--- config.mk ---
export PLATFORM = sky130hd
export DESIGN_NAME = uart_tx_arbiter_flat
export DESIGN_NICKNAME = d
export VERILOG_FILES = /design/src/rtl/uart_tx_arbiter_pkg.sv /design/src/rtl/uart_tx_arbiter_if.sv /design/src/rtl/uart_tx_arbiter_tick_counter.sv /design/src/rtl/uart_tx_arbiter.sv /design/src/flat_wrapper.sv
export SDC_FILE = /design/constraint.sdc
export NUM_CORES = 1
export LEC_CHECK = 0
export ABC_CLOCK_PERIOD_IN_PS = 4130
export CAP_MARGIN = 10
export CORE_MARGIN = 3
export CORE_UTILIZATION = 50
export DETAILED_ROUTE_END_ITERATION = 10
export PLACE_DENSITY = 0.83
export SYNTH_ARGS = -nofsm -noshare
export SYNTH_HDL_FRONTEND = slang
export SYNTH_SLANG_ARGS = --single-unit
--- constraint.sdc ---
create_clock -name clock -period 4.13 [get_ports clock]
set_clock_uncertainty 0.2 [all_clocks]
set_input_delay 1.0325 -clock clock [delete_from_list [all_inputs] [get_ports clock]]
set_output_delay 1.0325 -clock clock [all_outputs]
set_load 0.02 [all_outputs]
--- src/rtl/uart_tx_arbiter_pkg.sv ---
// Shared encodings and helpers for the UART transmit arbiter (package uart_arb_pkg).
package uart_arb_pkg;

  typedef enum logic [1:0] {
    ST_IDLE = 2'd0,
    ST_SEND = 2'd1,
    ST_GAP  = 2'd2
  } arb_state_e;

  localparam logic SRC_A = 1'b0;
  localparam logic SRC_B = 1'b1;

  // Command bytes produced by the button encoder on source A.
  localparam logic [7:0] CMD_1 = 8'h01;
  localparam logic [7:0] CMD_2 = 8'h02;
  localparam logic [7:0] CMD_3 = 8'h03;
  localparam logic [7:0] CMD_4 = 8'h04;
  localparam logic [7:0] CMD_5 = 8'h05;
  localparam logic [7:0] CMD_6 = 8'h06;
  localparam logic [7:0] CMD_7 = 8'h07;
  localparam logic [7:0] CMD_8 = 8'h08;

  localparam int DEF_GAP_TICKS     = 16;
  localparam int DEF_TIMEOUT_TICKS = 4096;
  localparam int DEF_CNT_W         = 13;

  // Round-robin pick: a lone requester wins, otherwise the source that did not own the last byte.
  function automatic logic pick_b(input logic a_valid, input logic b_valid, input logic last_b);
    return b_valid && !(a_valid && last_b);
  endfunction

endpackage

--- src/rtl/uart_tx_arbiter_if.sv ---
// Byte-source handshakes, UART tx hookup and status flags of the transmit arbiter.
interface uart_tx_arbiter_if;
  logic       tick;
  logic       a_valid;
  logic [7:0] a_data;
  logic       a_ready;
  logic       b_valid;
  logic [7:0] b_data;
  logic       b_ready;
  logic       tx_en;
  logic [7:0] tx_data;
  logic       tx_done;
  logic       busy;
  logic       grant_b;
  logic       timeout_err;
  logic       dup_drop;

  modport slave (
    input  tick, a_valid, a_data, b_valid, b_data, tx_done,
    output a_ready, b_ready, tx_en, tx_data, busy, grant_b, timeout_err, dup_drop
  );

  modport master (
    output tick, a_valid, a_data, b_valid, b_data, tx_done,
    input  a_ready, b_ready, tx_en, tx_data, busy, grant_b, timeout_err, dup_drop
  );
endinterface

--- src/rtl/uart_tx_arbiter_tick_counter.sv ---
// Baud-tick counter shared by the SEND timeout and the post-byte GAP; clear beats tick.
module uart_tick_counter #(
  parameter int CNT_W = 13
) (
  input  logic             clock,
  input  logic             reset,
  input  logic             clear,
  input  logic             tick_en,
  input  logic [CNT_W-1:0] limit,
  output logic             at_limit
);

  logic [CNT_W-1:0] count_q, count_d;

  always_comb begin
    count_d = count_q;
    if (clear) begin
      count_d = '0;
    end else if (tick_en) begin
      count_d = count_q + 1'b1;
    end
  end

  always_ff @(posedge clock) begin
    if (reset) begin
      count_q <= '0;
    end else begin
      count_q <= count_d;
    end
  end

  assign at_limit = (count_q == limit);

endmodule

--- src/rtl/uart_tx_arbiter.sv ---
// Round-robin arbiter sharing one UART transmitter between two byte sources.
// Optional macro TX_DEDUP_EN suppresses a byte equal to the last one transmitted.
module uart_tx_arbiter
  import uart_arb_pkg::*;
#(
  parameter int GAP_TICKS     = DEF_GAP_TICKS,
  parameter int TIMEOUT_TICKS = DEF_TIMEOUT_TICKS,
  parameter int CNT_W         = DEF_CNT_W
) (
  input  logic              clock,
  input  logic              reset,
  uart_tx_arbiter_if.slave  bus
);

  localparam logic [CNT_W-1:0] GAP_LIM     = CNT_W'(GAP_TICKS);
  localparam logic [CNT_W-1:0] TIMEOUT_LIM = CNT_W'(TIMEOUT_TICKS);

  arb_state_e state_q, state_d;
  logic       tx_en_q, tx_en_d;
  logic [7:0] tx_data_q, tx_data_d;
  logic       busy_q, busy_d;
  logic       grant_b_q, grant_b_d;
  logic       err_q, err_d;
  logic       dup_q, dup_d;

  logic [1:0] src_valid;
  logic [1:0] src_ready;
  logic [7:0] src_data [2];
  logic       idle_ok;
  logic       sel_b;
  logic       xfer;
  logic [7:0] xfer_data;
  logic       is_dup;

  logic             cnt_clear;
  logic [CNT_W-1:0] cnt_limit;
  logic             cnt_at_limit;

  assign src_valid   = {bus.b_valid, bus.a_valid};
  assign src_data[0] = bus.a_data;
  assign src_data[1] = bus.b_data;

  // Ready never rises during reset so a held byte cannot slip in while the arbiter is cleared.
  assign idle_ok = (state_q == ST_IDLE) && !reset;
  assign sel_b   = pick_b(bus.a_valid, bus.b_valid, grant_b_q);

  generate
    for (genvar gi = 0; gi < 2; gi++) begin : g_src
      assign src_ready[gi] = idle_ok && src_valid[gi] && (sel_b == 1'(gi));
    end
  endgenerate

  assign bus.a_ready = src_ready[0];
  assign bus.b_ready = src_ready[1];
  assign xfer        = |src_ready;
  assign xfer_data   = src_data[sel_b];

`ifdef TX_DEDUP_EN
  // tx_data only ever changes when a byte is really transmitted, so it is the last-sent memory.
  assign is_dup = (xfer_data == tx_data_q);
`else
  assign is_dup = 1'b0;
`endif

  assign cnt_limit = (state_q == ST_SEND) ? TIMEOUT_LIM : GAP_LIM;
  assign cnt_clear = (state_q == ST_IDLE) || (state_d != state_q);

  uart_tick_counter #(
    .CNT_W (CNT_W)
  ) u_cnt (
    .clock    (clock),
    .reset    (reset),
    .clear    (cnt_clear),
    .tick_en  (bus.tick),
    .limit    (cnt_limit),
    .at_limit (cnt_at_limit)
  );

  always_comb begin
    state_d   = state_q;
    tx_data_d = tx_data_q;
    grant_b_d = grant_b_q;
    err_d     = err_q;
    dup_d     = 1'b0;
    case (state_q)
      ST_IDLE: begin
        if (xfer) begin
          grant_b_d = sel_b;
          if (is_dup) begin
            dup_d = 1'b1;
          end else begin
            tx_data_d = xfer_data;
            state_d   = ST_SEND;
          end
        end
      end
      ST_SEND: begin
        // A completion arriving on the limit cycle still counts as success.
        if (bus.tx_done) begin
          state_d = ST_GAP;
        end else if (cnt_at_limit) begin
          err_d   = 1'b1;
          state_d = ST_GAP;
        end
      end
      ST_GAP: begin
        if (cnt_at_limit) begin
          state_d = ST_IDLE;
        end
      end
      default: state_d = ST_IDLE;
    endcase
    tx_en_d = (state_d == ST_SEND);
    busy_d  = (state_d != ST_IDLE);
  end

  always_ff @(posedge clock) begin
    if (reset) begin
      state_q   <= ST_IDLE;
      tx_en_q   <= 1'b0;
      tx_data_q <= 8'h00;
      busy_q    <= 1'b0;
      grant_b_q <= SRC_B;
      err_q     <= 1'b0;
      dup_q     <= 1'b0;
    end else begin
      state_q   <= state_d;
      tx_en_q   <= tx_en_d;
      tx_data_q <= tx_data_d;
      busy_q    <= busy_d;
      grant_b_q <= grant_b_d;
      err_q     <= err_d;
      dup_q     <= dup_d;
    end
  end

  assign bus.tx_en       = tx_en_q;
  assign bus.tx_data     = tx_data_q;
  assign bus.busy        = busy_q;
  assign bus.grant_b     = grant_b_q;
  assign bus.timeout_err = err_q;
  assign bus.dup_drop    = dup_q;

endmodule
--- src/flat_wrapper.sv ---
// flat-port wrapper written by rule: the top's interface ports become plain ports
module uart_tx_arbiter_flat import uart_arb_pkg::*;
#(
  parameter int GAP_TICKS     = DEF_GAP_TICKS,
  parameter int TIMEOUT_TICKS = DEF_TIMEOUT_TICKS,
  parameter int CNT_W         = DEF_CNT_W
)
  (clock, reset, bus_tick, bus_a_valid, bus_a_data, bus_b_valid, bus_b_data, bus_tx_done, bus_a_ready, bus_b_ready, bus_tx_en, bus_tx_data, bus_busy, bus_grant_b, bus_timeout_err, bus_dup_drop);
  uart_tx_arbiter_if bus_i ();
  input  logic clock;
  input  logic reset;
  input wire logic [$bits(bus_i.tick)-1:0] bus_tick;
  input wire logic [$bits(bus_i.a_valid)-1:0] bus_a_valid;
  input wire logic [$bits(bus_i.a_data)-1:0] bus_a_data;
  input wire logic [$bits(bus_i.b_valid)-1:0] bus_b_valid;
  input wire logic [$bits(bus_i.b_data)-1:0] bus_b_data;
  input wire logic [$bits(bus_i.tx_done)-1:0] bus_tx_done;
  output wire logic [$bits(bus_i.a_ready)-1:0] bus_a_ready;
  output wire logic [$bits(bus_i.b_ready)-1:0] bus_b_ready;
  output wire logic [$bits(bus_i.tx_en)-1:0] bus_tx_en;
  output wire logic [$bits(bus_i.tx_data)-1:0] bus_tx_data;
  output wire logic [$bits(bus_i.busy)-1:0] bus_busy;
  output wire logic [$bits(bus_i.grant_b)-1:0] bus_grant_b;
  output wire logic [$bits(bus_i.timeout_err)-1:0] bus_timeout_err;
  output wire logic [$bits(bus_i.dup_drop)-1:0] bus_dup_drop;
  assign bus_i.tick = bus_tick;
  assign bus_i.a_valid = bus_a_valid;
  assign bus_i.a_data = bus_a_data;
  assign bus_i.b_valid = bus_b_valid;
  assign bus_i.b_data = bus_b_data;
  assign bus_i.tx_done = bus_tx_done;
  assign bus_a_ready = bus_i.a_ready;
  assign bus_b_ready = bus_i.b_ready;
  assign bus_tx_en = bus_i.tx_en;
  assign bus_tx_data = bus_i.tx_data;
  assign bus_busy = bus_i.busy;
  assign bus_grant_b = bus_i.grant_b;
  assign bus_timeout_err = bus_i.timeout_err;
  assign bus_dup_drop = bus_i.dup_drop;
  uart_tx_arbiter #(.GAP_TICKS(GAP_TICKS), .TIMEOUT_TICKS(TIMEOUT_TICKS), .CNT_W(CNT_W)) u_core (.clock(clock), .reset(reset), .bus(bus_i));
endmodule
# --- After elaboration in Yosys (flattened, before gate mapping) ---
# Index checks and enable logic that the tools add are counted.
totals:
  input_bits: 22
  mem_count: 0
  latch_bits: 0
  romBits: 0
  ramBits: 0
  register_bits: 27
classes:
  multipliers: 0
  n_reduce_logical: 16
  eq_ne: 5
  div: 0
  n_shift: 0
  n_lt_le_gt_ge: 1
  n_bitwise: 3
  n_addsub: 1
  mux: 9
op_table:
  columns: ["operator", "n"]
  rows:
  - ["$mux W8", 3]
  - ["$add A13 B1 Y13 const B", 1]
  - ["$eq A13 B13 Y1", 1]
  - ["$mux W13", 1]
  - ["$mux W2", 4]
  - ["$logic_and A1 B1 Y1", 7]
  - ["$pmux W2 S3", 1]
  - ["$eq A2 B1 Y1 const B", 2]
  - ["$reduce_or A2 Y1", 2]
  - ["$reduce_and A3 Y1", 1]
  - ["$eq A2 B2 Y1 const B", 1]
  - ["$ge A2 B2 Y1 const B", 1]
  - ["$logic_not A1 Y1", 2]
  - ["$logic_not A2 Y1", 1]
  - ["$ne A2 B2 Y1", 1]
  - ["$not A1 Y1", 2]
  - ["$not A1 Y2", 1]
  - ["$reduce_and A2 Y1", 1]
  - ["$reduce_bool A2 Y1", 1]
  - ["$logic_or A1 B1 Y1", 1]

# --- Longest topological paths before layout ---
# Gate-level depths: netlist (run 1).
logic_depth:
  ltp_word: 11
  depth_mapped: 7

# --- Cells and area by module ---
# Synthesis (run 1) repeated with hierarchy kept, for this count alone.
unflattened:
  hier_cells: 160
  hier_area_um2: 1410.1
modules_own_cells:
  columns: ["module", "instances", "seq_area_each_um2", "area_each_um2", "cells_per_inst"]
  rows:
  - ["uart_tick_counter", 1, 260.2, 744.5, 82]
  - ["uart_tx_arbiter", 1, 280.3, 665.6, 78]

# --- Worst setup path before layout (run 1) ---
# Ideal clock, no wire load.
synth_path:
  path_type: "input to output"
  from: "in bus_b_valid"
  to: "out bus_b_ready"
  path_stages: 3
  arrival_ns: 1.903
  setup_slack_ns: 0.994
  cell_sequence: "a21boi_0 -> buf_1 -> and2_1"
synth_between:
  elab_chain_cells: 2
  word_cells_on_any_way: 3
  cone_classes: "3 x reduce/logical"
synth_lines:
  columns: ["element", "line_no", "source"]
  rows:
  - ["start: declaration", "flat_wrapper.sv:15", "input wire logic [$bits(bus_i.b_valid)-1:0] bus_b_valid;"]
  - ["$logic_and A1 B1 Y1 (on tied branches)", "uart_tx_arbiter.sv:49, uart_tx_arbiter_pkg.sv:29", null]
  - ["$logic_and A1 B1 Y1 *", "uart_tx_arbiter.sv:49", "assign src_ready[gi] = idle_ok && src_valid[gi] && (sel_b == 1'(gi));"]
  - ["end: declaration", "flat_wrapper.sv:19", "output wire logic [$bits(bus_i.b_ready)-1:0] bus_b_ready;"]
# Every way passes the cells marked *; elsewhere a longest branch is shown, timed or not.

# --- Worst setup path after layout (run 1) ---
layout_path:
  from: "in bus_a_valid"
  to: "out bus_a_ready"
layout_between:
  elab_chain_cells: 5
  word_cells_on_any_way: 6
  cone_classes: "1 x bitwise; 5 x reduce/logical"
layout_lines:
  columns: ["element", "line_no", "source"]
  rows:
  - ["start: declaration", "flat_wrapper.sv:13", "input wire logic [$bits(bus_i.a_valid)-1:0] bus_a_valid;"]
  - ["$logic_and A1 B1 Y1", "uart_tx_arbiter_pkg.sv:29", "return b_valid && !(a_valid && last_b);"]
  - ["$logic_not A1 Y1", "uart_tx_arbiter_pkg.sv:29", null]
  - ["$logic_and A1 B1 Y1", "uart_tx_arbiter_pkg.sv:29", null]
  - ["$not A1 Y1", "uart_tx_arbiter.sv:49", null]
  - ["$logic_and A1 B1 Y1 *", "uart_tx_arbiter.sv:49", null]
  - ["end: declaration", "flat_wrapper.sv:18", "output wire logic [$bits(bus_i.a_ready)-1:0] bus_a_ready;"]
# Marked as above.

==> results of run 1 <==
## cell type report
type | count | area [um2]
clock inverters | 1 | 7.507
multi-input cells | 108 | 701.9
repair buffers | 37 | 365.4
flip-flops and latches | 27 | 540.5
clock buffers | 3 | 22.52
inverters | 5 | 18.77
fillers | 178 | 648.1
well taps | 28 | 35.03
## kinds of logic after synthesis
kind of cell,synth area share [%]
simple gates,23.71
flops,41.46
compound gates,12.19
buf+inv,4.703
xor+xnor,8.061
mux,7.678
fa+ha+maj,1.919
other cells,0.2876
## worst reg2reg max path, delay by kind of cell, from the launching register on
kind	cells	cell delay [ns]
DFF	1	0.39
AOI/OAI and AO/OA	1	0.78
and+or+nand+nor	3	0.78
## metrics by stage
step | util (%) | hold WS (ns) | cells
global placement | 71.02 | 0.2362 | 205
floorplan | - | 0.2936 | 149
finish | 72.30 | 0.2721 | 209
CTS | 72.30 | 0.2758 | 209
detailed placement | 71.02 | 0.2557 | 205
global route | 72.30 | 0.2943 | 209
## placed cells by master, fill, tap and decap left out, types with 2 or more instances in the layout
master            n
a21oi_1           4
xnor2_1           5
nor2_1           26
nand3_1           2
dfxtp_1          27
a211oi_1          8
a2111oi_0         2
and4_1            2
inv_1             5
buf_4             2
xor2_1            7
nor3_1            3
mux2i_1          10
clkbuf_4          3
nand4_1           6
a31oi_1           2
nor2b_1           5
clkdlybuf4s50_1  35
nand2_1           6
and3_1            2
ha_1              2
nor4_1            3
## where the power goes
group | internal [mW] | switching, mW
sequential | 0.273 | 0.00885
combinational | 0.0562 | 0.0521
clock | 0.0371 | 0.0797
total | 0.366 | 0.141
## state kept, by name (all words and copies together) (netlist names)
name / cells
u_core.u_cnt.count_q: 13
u_core.state_q: 2
u_core.bus.busy: 1
u_core.bus.tx_en: 1
u_core.bus.grant_b: 1
u_core.bus.tx_data: 8
u_core.bus.timeout_err: 1
## path summary, 6_finish.rpt
check,start,to,slack [ns]
worst max register to register,u_core.u_cnt.count_q[6]$_SDFFE_PP0P_,u_core.u_cnt.count_q[2]$_SDFFE_PP0P_,1.86
worst max-delay path,bus_a_valid,bus_a_ready,0.30
worst min-delay path,u_core.bus.timeout_err$_SDFFE_PP0P_,u_core.bus.timeout_err$_SDFFE_PP0P_,0.27
worst min register to register,u_core.bus.timeout_err$_SDFFE_PP0P_,u_core.bus.timeout_err$_SDFFE_PP0P_,0.27
## synth_stat cells
cell type	number
a21boi_0	1
buf_1	1
clkbuf_1	3
a211oi_1	8
o31ai_1	1
a2111oi_0	2
nor2_1	26
buf_2	4
and3_1	2
a31oi_1	2
and4_1	2
nand2b_1	1
o21ai_0	1
nand2_1	6
mux2i_1	10
inv_1	5
o21a_1	1
or2_2	1
or3b_2	1
and2_1	1
nand3_1	2
o41ai_1	1
buf_4	1
xor2_1	7
nor4_1	3
or4_1	1
conb_1	1
a21oi_1	4
or4_4	1
nor3_1	3
nand4_1	6
ha_1	2
o31ai_2	1
dfxtp_1	27
xnor2_1	5
nor2b_1	5
## routing by layer
layer	vias to the layer above	track usage [%]	part of all wire, %	wire (um)
li1	586	-	-	-
met1	547	23.18	41	1248
met2	33	39.15	54	1651
met3	4	5.656	4.9	150
met4	0	4.967	0.46	14
met5	-	0	0	0
==> out/results.ini, run 1 <==
[routing]
dr.pass1.iters = 4
drt-total-wl_um = 3064
routed_via_density = 5.598
wl_per_cell_um = 14.66
drt-initial-drc-count = 15
ant_nets = 0
drc = 0
num_vias = 1170

[worst_setup_path]
cp_cell_sequence = clkdlybuf4s50_1 > a21boi_1 > buf_4 > nor2_1 > clkdlybuf4s50_1
critical_path_arrival_ns = 2.60
rr_worst_depth = 4
path_class = in2out
cpLargestDelayFamily = buffers and inverters
slowest_delay_ns = 0.61
start_kind = primary input
required_ns = 2.90
worstSetupEndpointType = primary output
crit_fanout = 9
critical_path_buf_inv_count = 3
path_depth = 5
crit_top_cell = clkdlybuf4s50_1
critical-path-slowest-cell = clkdlybuf4s50_1

[timing]
tightest_slew_ns = 0.8785
hold_violations = 0
relSlewSlack_pct = 41.08
min_period_over_period_pct = 92.78
fin_ws_ns = 0.2982
fin_setup_tns_ns = 0
fin_crit_ns = 3.832
rsz0062_at_grt = false
fmax_ghz = 0.2610
drv_slew = 0
setup_viol = 0

[clocking]
clk_pin_slew_ns = 0.15
cts_tree = done
clock_sinks = 27
h-tree-depth = 1
cts_buffer_depth = 2
post-cts-setup-buffer-count = 0
clk_latency_ns = 0.33
numCtsBuffers = 3
cts_root_buf = clkbuf_4
cts-hold-fix-buffers = 0
cts_resized = 0

[run]
max-cap-violations = 0

[power_and_ir_drop]
ir_drop_mv = 0.2783
power.density_nw_per_um2 = 299.7
leakagePower_nw = 0.5972
total_power_mw = 0.5069

[placement]
routabilityCongestion = 0.7359
postPlaceCellArea_um2 = 1662
place_worst_setup_slack_ns = 0.3108
numPortBuffers = 35
dp_hpwl_um = 2339

[synth]
synth_top_area_share_pct = 41.46
avgSynthCellArea_um2 = 8.750
post_synth_num_cell_types = 36
ys_seq_area_share_pct = 41.46
yosys_warnings = 0
synth.area.top_cells = dfxtp_1, mux2i_1, nor2_1
synth_fp_nets = 173
yosys.area.top_type = dfxtp_1
syn_area_um2 = 1304
synth-seq-cells = 27
syn_inst = 149

[floorplanning]
die_x_um = 57.07
core_um2 = 2340
die_y_um = 57.07
die_area_um2 = 3256
start_util_pct = 55.72
boundaryPins = 37
core.rowCount = 17

[global_routing]
antenna_found_initial = 0
track_usage_pct = 20.88
grt_pass1_vias = 1243
grt_max_degree = 20
grt_pass1_wl_um = 5451
grt_overflow = 0

[final_layout]
design_area_um2 = 1692
fin_nets = 206
post_route_cells_drive_above_1_share_pct = 5.525
areaGrowthSynthToFinish_pct = 29.75
antenna_cells = 0

[min_path]
worstHoldPathCells = 2
min_path_type = reg2reg

[outcome]
status = finished, final reports clean

No activity file was read; power rests on OpenSTA's default activity.
==> inputs of run 2 (changes only) <==
--- a/config.mk
+++ b/config.mk
@@ -9,8 +9,10 @@
 export CAP_MARGIN = 10
 export CORE_MARGIN = 3
 export CORE_UTILIZATION = 50
+export CTS_CLUSTER_DIAMETER = 200
 export DETAILED_ROUTE_END_ITERATION = 10
 export PLACE_DENSITY = 0.83
+export SLEW_MARGIN = 10
 export SYNTH_ARGS = -nofsm -noshare
 export SYNTH_HDL_FRONTEND = slang
 export SYNTH_SLANG_ARGS = --single-unit
==> results of run 2 <==
Final layout, timing and power as in run 1 (identical DEF).
==> inputs of run 3 (changes only) <==
--- a/config.mk
+++ b/config.mk
@@ -5,13 +5,13 @@
 export SDC_FILE = /design/constraint.sdc
 export NUM_CORES = 1
 export LEC_CHECK = 0
-export ABC_CLOCK_PERIOD_IN_PS = 4130
+export ABC_CLOCK_PERIOD_IN_PS = 4800
 export CAP_MARGIN = 10
-export CORE_MARGIN = 3
-export CORE_UTILIZATION = 50
+export CORE_UTILIZATION = 52
+export CTS_BUF_LIST = sky130_fd_sc_hd__clkbuf_4 sky130_fd_sc_hd__clkbuf_8
 export CTS_CLUSTER_DIAMETER = 200
 export DETAILED_ROUTE_END_ITERATION = 10
-export PLACE_DENSITY = 0.83
+export PLACE_DENSITY = 0.86
 export SLEW_MARGIN = 10
 export SYNTH_ARGS = -nofsm -noshare
 export SYNTH_HDL_FRONTEND = slang
==> constraint.sdc (replaced) <==
create_clock -name clock -period 4.8 [get_ports clock]
set_clock_uncertainty 0.2 [all_clocks]
set_input_delay 1.2 -clock clock [delete_from_list [all_inputs] [get_ports clock]]
set_output_delay 1.2 -clock clock [all_outputs]
set_load 0.02 [all_outputs]
==> out/results.ini, run 3 (synthesized netlist as in run 1, its figures left out) <==
[floorplanning]
core_um2 = 2297  ; -1.8%
core.rowCount = 17  ; unchanged
boundaryPins = 37  ; unchanged
die_x_um = 52.07  ; -8.8%
die_area_um2 = 2711  ; -17%
die_y_um = 52.07  ; -8.8%
start_util_pct = 56.75  ; +1.0 points

[placement]
place_worst_setup_slack_ns = 0.6282  ; +0.3174 ns
postPlaceCellArea_um2 = 1662  ; unchanged
dpl.cell_count = 205  ; unchanged
routabilityCongestion = 0.8162  ; +11%
numPortBuffers = 35  ; unchanged
dp_hpwl_um = 2149  ; -8.1%

[clocking]
numCtsBuffers = 3  ; unchanged
clock_sinks = 27  ; unchanged
cts_tree = done
cts-hold-fix-buffers = 0  ; unchanged
cts_root_buf = clkbuf_4
clk_latency_ns = 0.32  ; about the same
cts_resized = 0  ; unchanged
h-tree-depth = 1  ; unchanged
post-cts-setup-buffer-count = 0  ; unchanged
cts_buffer_depth = 2  ; unchanged
clk_pin_slew_ns = 0.14  ; about the same

[routing]
dr.pass1.iters = 4  ; unchanged
drt-initial-drc-count = 14  ; -1
routed_via_density = 5.541  ; -1.0%
wl_per_cell_um = 13.40  ; -8.6%
drt-total-wl_um = 2801  ; -8.6%
drc = 0  ; unchanged
ant_nets = 0  ; unchanged
num_vias = 1158  ; -1.0%

[timing]
fmax_ghz = 0.2390
fin_setup_tns_ns = 0  ; unchanged
relSlewSlack_pct = 40.47  ; -0.61 points
fin_ws_ns = 0.6158  ; +0.3176 ns
min_period_over_period_pct = 87.17
drv_slew = 0  ; unchanged
hold_violations = 0  ; unchanged
setup_viol = 0  ; unchanged
tightest_slew_ns = 0.8876  ; +0.009082 ns
rsz0062_at_grt = false
fin_crit_ns = 4.184

[global_routing]
grt_pass1_wl_um = 4643  ; -15%
track_usage_pct = 23.11  ; +2.2 points
grt_max_degree = 20  ; unchanged
grt_overflow = 0  ; unchanged
antenna_found_initial = 0  ; unchanged
grt_pass1_vias = 1103  ; -11%

[final_layout]
fin_cells = 209  ; unchanged
design_area_um2 = 1689  ; -0.15%
areaGrowthSynthToFinish_pct = 29.56
mostFrequentLayoutCell = clkdlybuf4s50_1
post_route_cells_drive_above_1_share_pct = 5.525  ; unchanged
largest_register_ffs = 13  ; unchanged
antenna_cells = 0  ; unchanged
largest_register = u_core.u_cnt.count_q
final_cell_mix = clkdlybuf4s50_1, dfxtp_1, nor2_1
fin_nets = 206  ; unchanged

[worst_setup_path]
path_class = in2out
required_ns = 3.40  ; +0.50 ns
start_kind = primary input
worstSetupEndpointType = primary output
crit_fanout = 9  ; unchanged
critical_path_arrival_ns = 2.78  ; +0.18 ns

[min_path]
min_path_type = reg2reg

[power_and_ir_drop]
ir_drop_mv = 0.2633  ; -5.4%
leakagePower_nw = 0.6004  ; +0.54%
power.density_nw_per_um2 = 254.6  ; -15%

[run]
max-cap-violations = 0  ; unchanged

[outcome]
status = finished, final reports clean

==> run 3: changes by cell type in the layout (fill, tap and decap cells not counted) <==
cell,delta
clkinv_2,+1
a21boi_1,-1
a21boi_0,+1
clkinvlp_4,-1
==> run 3: per-layer routing <==
layer  track usage, %  up-vias  share of wire, %
li1                 -      586                 -
met1            26.58      536                44
met2            42.31       30                51
met3            3.509        6               3.3
met4            8.559        0               1.4
met5                0        -                 0
==> run 3: critical path, cell delays in order <==
cell and delay, ns:
clkdlybuf4s50_1 0.54, a21boi_0 0.13, buf_4 0.20, nor2_1 0.10
clkdlybuf4s50_1 0.60
==> run 3: path summary, 6_finish.rpt <==
path                            slack, ns                                 start                              endpoint  depth (start not counted)
worst min register to register       0.26   u_core.bus.timeout_err$_SDFFE_PP0P_   u_core.bus.timeout_err$_SDFFE_PP0P_                          2
worst max-delay path                 0.62                           bus_a_valid                           bus_a_ready                          5
worst max register to register       2.57  u_core.u_cnt.count_q[2]$_SDFFE_PP0P_  u_core.u_cnt.count_q[4]$_SDFFE_PP0P_                          3
worst min-delay path                 0.26   u_core.bus.timeout_err$_SDFFE_PP0P_   u_core.bus.timeout_err$_SDFFE_PP0P_                          2
==> run 3: through the flow <==
step / hold WS (ns) / total power, mW / util [%]
2_1_floorplan: 0.2936 / 0.2956 / -
3_3_place_gp: 0.2357 / 0.3361 / 72.33
6_report: 0.2593 / 0.4301 / 73.53
3_5_place_dp: 0.2468 / 0.3391 / 72.33
5_1_grt: 0.2929 / 0.4511 / 73.53
4_1_cts: 0.2657 / 0.4330 / 73.53
==> run 3: area by class of cell <==
cell class | instances | area (um2)
multi-input combinational | 108 | 701.9
fill | 176 | 608.1
sequential | 27 | 540.5
timing repair buffer | 37 | 365.4
tap | 28 | 35.03
clock buffer | 3 | 22.52
inverter | 5 | 18.77
clock inverter | 1 | 5.005
==> run 3: power breakdown <==
group / switching (mW) / leakage, nW / total (mW) / internal [mW]
Combinational: 0.0439 / 0.362 / 0.0923 / 0.0484
Sequential: 0.00718 / 0.220 / 0.242 / 0.235
Clock: 0.0646 / 0.0177 / 0.0958 / 0.0312
Total: 0.116 / 0.600 / 0.430 / 0.314
